### src/rtl/bcd2bin_seq.sv
// bcd2bin_seq
//   Sequential BCD-to-binary converter using reverse double dabble. A packed
//   BCD operand is captured on start, then shifted right one bit per clock
//   into a binary register. After each shift, every BCD digit that is 8 or
//   more has 3 subtracted. Operands containing a digit above 9 are rejected
//   straight away with err set.
//
// Parameters
//   DIGITS  number of BCD digits at bcd_in (digit 0 = ones, bits [3:0])
//   BIN_W   binary result width and number of shift steps (>= 2)
//
// Ports
//   clk      system clock
//   rst      asynchronous reset, active-low
//   start    conversion request, sampled only in IDLE
//   bcd_in   packed BCD operand, digit k = bcd_in[4k+3:4k]
//   busy     high while a conversion is shifting
//   done     one-cycle pulse; bin_out/err/ovf valid from this cycle on
//   bin_out  binary result, held until the next done
//   err      last operand contained a digit > 9, held
//   ovf      last operand exceeded 2^BIN_W-1, held
module bcd2bin_seq #(
  parameter int DIGITS = 3,
  parameter int BIN_W  = 10
) (
  input  logic                  clk,
  input  logic                  rst,
  input  logic                  start,
  input  logic [4*DIGITS-1:0]   bcd_in,
  output logic                  busy,
  output logic                  done,
  output logic [BIN_W-1:0]      bin_out,
  output logic                  err,
  output logic                  ovf
);

  localparam int BCD_W  = 4 * DIGITS;
  localparam int STEP_W = $clog2(BIN_W + 1);
  localparam logic [STEP_W-1:0] LAST_STEP = STEP_W'(BIN_W - 1);

  localparam logic [1:0] IDLE  = 2'd0;
  localparam logic [1:0] SHIFT = 2'd1;
  localparam logic [1:0] DONE  = 2'd2;

  logic [1:0]        state;
  logic [BCD_W-1:0]  bcd_reg;
  logic [BIN_W-1:0]  bin_reg;
  logic [STEP_W-1:0] step;

  logic [BCD_W-1:0]  bcd_nxt;
  logic [BIN_W-1:0]  bin_nxt;

  // Flags any nibble outside 0..9.
  function automatic logic has_bad_digit(input logic [BCD_W-1:0] v);
    logic bad;
    bad = 1'b0;
    for (int k = 0; k < DIGITS; k++) begin
      if (v[4*k +: 4] > 4'd9) bad = 1'b1;
    end
    return bad;
  endfunction

  // Per-digit correction after a right shift: a digit >= 8 received a
  // borrowed "ten" from the digit above as weight 8, which must become 5.
  // Each digit is corrected independently; no carry crosses digit bounds.
  function automatic logic [BCD_W-1:0] correct_digits(input logic [BCD_W-1:0] v);
    logic [BCD_W-1:0] r;
    logic [3:0]       d;
    r = '0;
    for (int k = 0; k < DIGITS; k++) begin
      d = v[4*k +: 4];
      if (d >= 4'd8) d = d - 4'd3;
      r[4*k +: 4] = d;
    end
    return r;
  endfunction

  // One step of the {bcd_reg, bin_reg} right shift with digit correction.
  always_comb begin
    bin_nxt = {bcd_reg[0], bin_reg[BIN_W-1:1]};
    bcd_nxt = correct_digits(bcd_reg >> 1);
  end

  always_ff @(posedge clk or negedge rst) begin
    if (!rst) begin
      state   <= IDLE;
      busy    <= 1'b0;
      done    <= 1'b0;
      bin_out <= '0;
      err     <= 1'b0;
      ovf     <= 1'b0;
      bcd_reg <= '0;
      bin_reg <= '0;
      step    <= '0;
    end else begin
      case (state)
        IDLE: begin
          done <= 1'b0;
          if (start) begin
            if (has_bad_digit(bcd_in)) begin
              // Reject immediately; results are published on entry to DONE.
              state   <= DONE;
              done    <= 1'b1;
              err     <= 1'b1;
              ovf     <= 1'b0;
              bin_out <= '0;
            end else begin
              state   <= SHIFT;
              busy    <= 1'b1;
              bcd_reg <= bcd_in;
              bin_reg <= '0;
              step    <= '0;
            end
          end
        end

        SHIFT: begin
          bcd_reg <= bcd_nxt;
          bin_reg <= bin_nxt;
          step    <= step + STEP_W'(1);
          if (step == LAST_STEP) begin
            // Any value left in the BCD register did not fit in BIN_W bits.
            state   <= DONE;
            busy    <= 1'b0;
            done    <= 1'b1;
            bin_out <= bin_nxt;
            ovf     <= |bcd_nxt;
            err     <= 1'b0;
          end
        end

        DONE: begin
          done  <= 1'b0;
          state <= IDLE;
        end

        default: begin
          state <= IDLE;
          busy  <= 1'b0;
          done  <= 1'b0;
        end
      endcase
    end
  end

endmodule

### config.mk
export PLATFORM = sky130hd
export DESIGN_NAME = bcd2bin_seq
export DESIGN_NICKNAME = d
export VERILOG_FILES = /design/src/rtl/bcd2bin_seq.sv
export SDC_FILE = /design/constraint.sdc
export NUM_CORES = 1
export LEC_CHECK = 0
export ABC_CLOCK_PERIOD_IN_PS = 1800
export BUFFER_PORTS_ARGS = -buffer_cell sky130_fd_sc_hd__buf_4
export CAP_MARGIN = 40
export CORE_UTILIZATION = 56
export CTS_CLUSTER_DIAMETER = 40
export CTS_CLUSTER_SIZE = 16
export DETAILED_ROUTE_END_ITERATION = 10
export GPL_TIMING_DRIVEN = 1
export HOLD_SLACK_MARGIN = 0.06
export PLACE_DENSITY = 0.79
export SETUP_SLACK_MARGIN = 0.5
export SKIP_CTS_REPAIR_TIMING = 1
export SYNTH_ARGS = -nofsm -noshare
export SYNTH_HDL_FRONTEND = slang
export SYNTH_SLANG_ARGS = --single-unit
### constraint.sdc
create_clock -name clk -period 1.8 [get_ports clk]
set_input_delay 0.27 -clock clk [delete_from_list [all_inputs] [get_ports clk]]
set_output_delay 0.27 -clock clk [all_outputs]
set_load 0.01 [all_outputs]
==> results of run 1 <==
## worst max-delay path by stage
stage / startpoint / to / slack (ps) / cells past startpoint
2_1_floorplan: step[1] / bin_out[0] / 380 / 7
3_3_place_gp: step[0] / ovf / 270 / 5
3_5_place_dp: state[1] / bin_out[3] / 230 / 3
4_1_cts: state[1] / bin_out[9] / 180 / 3
5_1_grt: step[1] / ovf / 190 / 7
6_report: step[0] / bin_out[4] / 240 / 6
## power by group through the flow
stage	clock network, mW	registers (mW)	logic [mW]
2_1_floorplan	0	1.52	1.06
3_3_place_gp	0	1.60	1.28
3_5_place_dp	0	1.62	1.35
4_1_cts	0.750	1.61	1.36
5_1_grt	0.794	1.71	2.11
6_report	0.741	1.66	1.95
## logic make-up (layout without fill, tap and decap cells)
logic type | count (synthesis) | in the layout | share of synthesized area, %
flip-flops | 41 | 41 | 51.12
AO/OA/AOI/OAI | 55 | 55 | 22.07
buffers and inverters | 20 | 72 | 5.174
adder cells (fa/ha/maj) | 6 | 6 | 3.741
multiplexers | 11 | 11 | 5.549
AND/OR/NAND/NOR | 39 | 39 | 10.60
XOR/XNOR | 4 | 4 | 1.746
## worst min-delay path, stage by stage
cell and delay [ps]:
buf_4 80, mux2i_1 50, a21oi_1 110
## area by class of cell
class / instances / share of cell area (%)
Timing Repair Buffer: 55 / 17.67
Inverter: 9 / 1.246
Clock buffer: 5 / 1.384
Multi-Input combinational cell: 115 / 37.06
Clock inverter: 3 / 2.400
Sequential cell: 41 / 38.12
Tap cell: 46 / 2.123
## per-layer routing
layer  track usage (%)  wire length (microns)  vias to the layer above
li1                  -                      -                      731
met1             27.96                   1980                      791
met2             38.25                   2393                       55
met3             6.832                    190                       17
met4             10.16                    159                        0
met5                 0                      0                        -
## cell usage in the layout (no fill, tap or decap), types with 5 or more instances in the layout
cell type	synthesis	layout
dfrtp_2	0	6
buf_4	4	43
a22o_1	21	21
dfrtp_1	41	35
a21oi_1	10	8
clkbuf_4	0	5
buf_6	1	9
nand2_1	9	5
o21ai_1	1	5
inv_1	9	5
mux2i_1	10	10
nor2_1	12	11
## through the flow
step	total power, mW	utilization [%]	cell area, sq um	worst slack, ps
finish	4.358	79.99	2711	240.6
global route	4.619	79.99	2711	192.8
CTS	3.712	70.03	2374	177.9
detailed placement	2.973	67.00	2271	231.2
global placement	2.883	67.00	2271	271.2
floorplan	2.571	-	2029	377.4
==> reports/metrics.csv, run 1 <==
stage,metric,value,unit
logic_synthesis,Post-synth EDFFs,0,
sta,final hold violations,0,
final_layout,share of layout cells above drive strength 1,45.18,%
logic_synthesis,synth unique cells,40,
global_route,initial antenna violation count,0,
power_and_ir_drop,PD cells,1607,nW/um^2
logic_synthesis,top-count cell post-synth,dfrtp_1,
logic_synthesis,Syn Std Cell Area,2007,sq um
logic_synthesis,main area contributors after synthesis,"dfrtp_1 51%, a22o_1 9.2%, mux2i_1 5.0%",
run,max-cap viol count,0,
die,die height,61.87,microns
clock_tree,Clock Latency Late Sink,360,ps
sta,Worst Tran Pin Value,509.4,ps
setup_path,slowest CP cell,dfrtp_1,
clock_tree,maximum clock insertion buffer count,2,
setup_path,r2r endpoint,bin_out[4],
sta,post-route clock period utilization,86.63,%
sta,Max Fclk,641.3,MHz
sta,RSZ-0062 raised after global routing,yes,
final_layout,fillers,183,
setup_path,R2R depth,6,
final_layout,Layout area overhead,35.10,%
logic_synthesis,Yosys warning total,0,
power_and_ir_drop,Sw Share,37.32,%
global_route,vias in the first global route,1366,
drt,DR vias/cell,5.818,
setup_path,WP data required,2100,ps
logic_synthesis,Synth area leader,dfrtp_1,
sta,Final Skew,7.515,ps
logic_synthesis,top post-synthesis cells by count,"41 x dfrtp_1, 21 x a22o_1, 12 x nor2_1, 10 x a21oi_1, 10 x mux2i_1",
final_layout,Nets,248,
run_status,outcome,finished clean,
setup_path,CP endpoint kind,flip-flop,
die,Die W,61.87,microns
clock_tree,Root Driver,clkbuf_4,
drt,post-route DRC violation count,0,
global_route,first-pass GRT wire length,6.299,mm
logic_synthesis,sequential area share after synthesis,51.12,%
final_layout,Diodes inserted,0,
final_layout,final non-filler cell total,274,
worst_hold_path,critical hold path startpoint,bcd_in[8],
logic_synthesis,post-synth top area share,51.12,%
die,Starting Density,59.21,%
logic_synthesis,Mapped Cells,176,
final_layout,area of the multi-input gates,1005,sq um
worst_hold_path,worst hold-check path type,in -> reg,
sta,TNS Setup,0,ps
placed_design,port bufs,28,
logic_synthesis,Async SR Flop Fraction,100.0,%
die,row count,21,
power_and_ir_drop,Combinational Power Share,44.8,%
logic_synthesis,synthesized flop and latch total,41,
sta,crit path time final,1559,ps
placed_design,final HPWL from detailed placement,2.824,mm
setup_path,Worst EP arrival,1860,ps
setup_path,crit-path max FO,6,
power_and_ir_drop,Max VDD drop,0.001000,V
drt,wire per inst,17.24,microns
setup_path,Top delay family on crit path,flip-flops,
drt,1st-iter DRT viols,66,
sta,Hold Slack,186.9,ps
global_route,largest net degree at the start of global routing,42,
drt,DRT antenna net count,0,
logic_synthesis,Mean Syn Cell Area,11.40,sq um
clock_tree,clk sinks,41,
clock_tree,"CTS clk-pin slew, worst paths",120,ps
worst_hold_path,hold depth,3,
power_and_ir_drop,Psw,1.626,mW
clock_tree,CTS Buf Count,5,
die,Core Area,3390,sq um
global_route,total gr overflow,0,
placed_design,Placed Cells,246,
power_and_ir_drop,P_leak,1.319,nW
setup_path,CP Cell Sequence,ha_2 > and3b_2 > and2_4 > o21ai_4 > clkbuf_16 > a22o_1,
power_and_ir_drop,register share of total power,38.2,%
setup_path,CP Launch Type,flip-flop,
die,die area,3827,sq um
drt,vias post-DR,1594,
power_and_ir_drop,clock share of power,17.0,%
logic_synthesis,"Top FF cell, synth",dfrtp_1,
setup_path,Buffers & Inverters on Critical Path,1,
final_layout,area occupied by registers,1033,sq um
setup_path,Reg-to-Reg Start,step[0],
logic_synthesis,syn_nets,197,
setup_path,register-to-register setup slack,240,ps
sta,Final setup viols,0,
power_and_ir_drop,Int Power,2.732,mW
setup_path,critical path type,reg -> reg,
setup_path,"slowest stage delay, CP",440,ps
placed_design,Final GP Congestion,0.7775,
global_route,gr usage total,23.08,%
worst_hold_path,Min-Delay Endpoint,bcd_reg[8],
die,I/O pin total,29,
final_layout,max reg flops,12,
sta,Slew headroom,66.04,%
drt,routed wire length,4.723,mm
drt,number of detailed-route iterations in the first pass,5,
sta,Max Slew Vio Count,0,
clock_tree,CTS tree,done,
clock_tree,H-tree level count,2,
No activity file was read; power rests on OpenSTA's default activity.
==> run 2: changes to the inputs <==
- ABC_AREA: default -> 0
- CELL_PAD_IN_SITES_DETAIL_PLACEMENT: default -> 0
- CELL_PAD_IN_SITES_GLOBAL_PLACEMENT: default -> 1
- CORE_UTILIZATION: 56 -> 45
- PLACE_DENSITY: 0.79 -> 0.8
==> reports/metrics.csv, run 2 (synthesized netlist as in run 1, its figures left out) <==
stage,metric,value,unit
run_status,outcome,finished clean,
drt,vias post-DR,1557,
placed_design,DP Area,2268,sq um
drt,DRT antenna net count,0,
worst_hold_path,worst hold-check path type,in -> reg,
final_layout,share of layout cells above drive strength 1,41.15,%
setup_path,critical path type,reg -> reg,
sta,final hold violations,0,
sta,crit path time final,1574,ps
global_route,first-pass GRT wire length,6.465,mm
power_and_ir_drop,P_leak,1.298,nW
sta,RSZ-0062 raised after global routing,yes,
clock_tree,Clock Latency Late Sink,300,ps
sta,Max Fclk,635.2,MHz
placed_design,Final GP Congestion,0.7698,
power_and_ir_drop,Max VDD drop,0.0008467,V
drt,met2 wire len,2.202,mm
sta,Final setup viols,0,
clock_tree,Root Driver,clkbuf_8,
clock_tree,clk sinks,41,
setup_path,Worst EP arrival,1770,ps
clock_tree,maximum clock insertion buffer count,2,
drt,number of detailed-route iterations in the first pass,4,
clock_tree,CTS Buf Count,5,
placed_design,port bufs,28,
die,die height,68.78,microns
final_layout,"most common cell after layout, fill and taps aside",buf_4,
final_layout,Nets,246,
final_layout,Final Instance Area,2675,sq um
final_layout,max reg flops,12,
final_layout,Layout area overhead,33.29,%
drt,routed wire length,4.743,mm
final_layout,fillers,330,
drt,DR vias/cell,5.641,
global_route,largest net degree at the start of global routing,42,
die,die area,4731,sq um
die,I/O pin total,29,
sta,Max Slew Vio Count,0,
power_and_ir_drop,PD cells,1588,nW/um^2
drt,highest metal used,met4,
die,Die W,68.78,microns
die,row count,23,
drt,M1 WL,2.230,mm
sta,TNS Setup,0,ps
global_route,vias in the first global route,1352,
global_route,total gr overflow,0,
drt,1st-iter DRT viols,69,
die,Core Area,4144,sq um
clock_tree,H-tree level count,2,
final_layout,Diodes inserted,0,
placed_design,final HPWL from detailed placement,2.858,mm
clock_tree,CTS tree,done,
drt,post-route DRC violation count,0,
sta,Slew headroom,63.85,%
global_route,gr usage total,19.26,%
setup_path,CP endpoint kind,flip-flop,
global_route,initial antenna violation count,0,
setup_path,crit-path max FO,6,
drt,WL met3,210,microns
run,max-cap viol count,0,
setup_path,WP data required,2000,ps
sta,Worst Tran Pin Value,542.2,ps
drt,wire per inst,17.18,microns
sta,post-route clock period utilization,87.46,%
clock_tree,"CTS clk-pin slew, worst paths",90,ps
sta,Final Skew,6.572,ps
setup_path,CP Launch Type,flip-flop,
final_layout,most frequent cells in the layout,"44 x buf_4, 34 x dfrtp_1, 21 x a22o_1, 12 x nor2_1, 10 x mux2i_1",
die,Starting Density,48.43,%
final_layout,final core utilization,64.55,%
[run 2: changes by cell type in the layout (fill, tap and decap cells not counted), sizes merged]
cell	previous run	this run
buf	53	51
bufinv	2	1
clkinvlp	0	1
[run 2: worst max-delay path, stage by stage, from the launching register on]
cell and delay (ps):
dfrtp_1 420, inv_1 80, ha_2 160, and3b_2 220, and2_4 170, o21ai_4 70
buf_12 150, a22o_4 200
[run 2: final timing paths]
path                             from          to  slack (ps)  depth (start not counted)
min                         bcd_in[4]  bcd_reg[4]         250                          3
max in group asynchronous         rst  bcd_reg[1]         900                          2
min in group asynchronous         rst        busy         490                          2
max                           step[1]  bin_out[3]         230                          7
min reg2reg                bin_out[9]  bin_out[9]         510                          1
max reg2reg                   step[1]  bin_out[3]         230                          7
[run 2: final cells by class]
cell class                      count  area (sq um)  share of cell area, %
Tap cell                           50         62.56                  2.339
Clock buffer                        5         68.82                  2.572
Clock inverter                      3         46.29                  1.731
Timing Repair Buffer               53         452.9                  16.93
Sequential cell                    41          1035                  38.68
Inverter                            9         33.78                  1.263
Multi-Input combinational cell    115         975.9                  36.48
[run 2: layer usage]
metal | vias up | GRT usage (%)
met2 | 47 | 28.92
met3 | 11 | 5.757
li1 | 729 | -
met4 | 0 | 9.184
met1 | 770 | 25.28
met5 | - | 0
[run 2: per-stage QoR]
step	total power, mW	hold WS [ps]	cells	setup WS, ps
floorplan	2.571	-25.59	176	377.4
global placement	2.888	271.3	249	231.1
detailed placement	2.968	286.5	249	181.6
CTS	3.739	-43.40	257	165.6
global route	4.534	270.3	276	166.3
finish	4.249	252.0	276	225.7
[run 2: where the power goes]
group / switching (mW) / leakage [nW] / total [mW] / internal, mW
sequential: 0.369 / 0.519 / 1.63 / 1.26
clock: 0.353 / 0.0543 / 0.768 / 0.415
combinational: 0.859 / 0.725 / 1.85 / 0.992
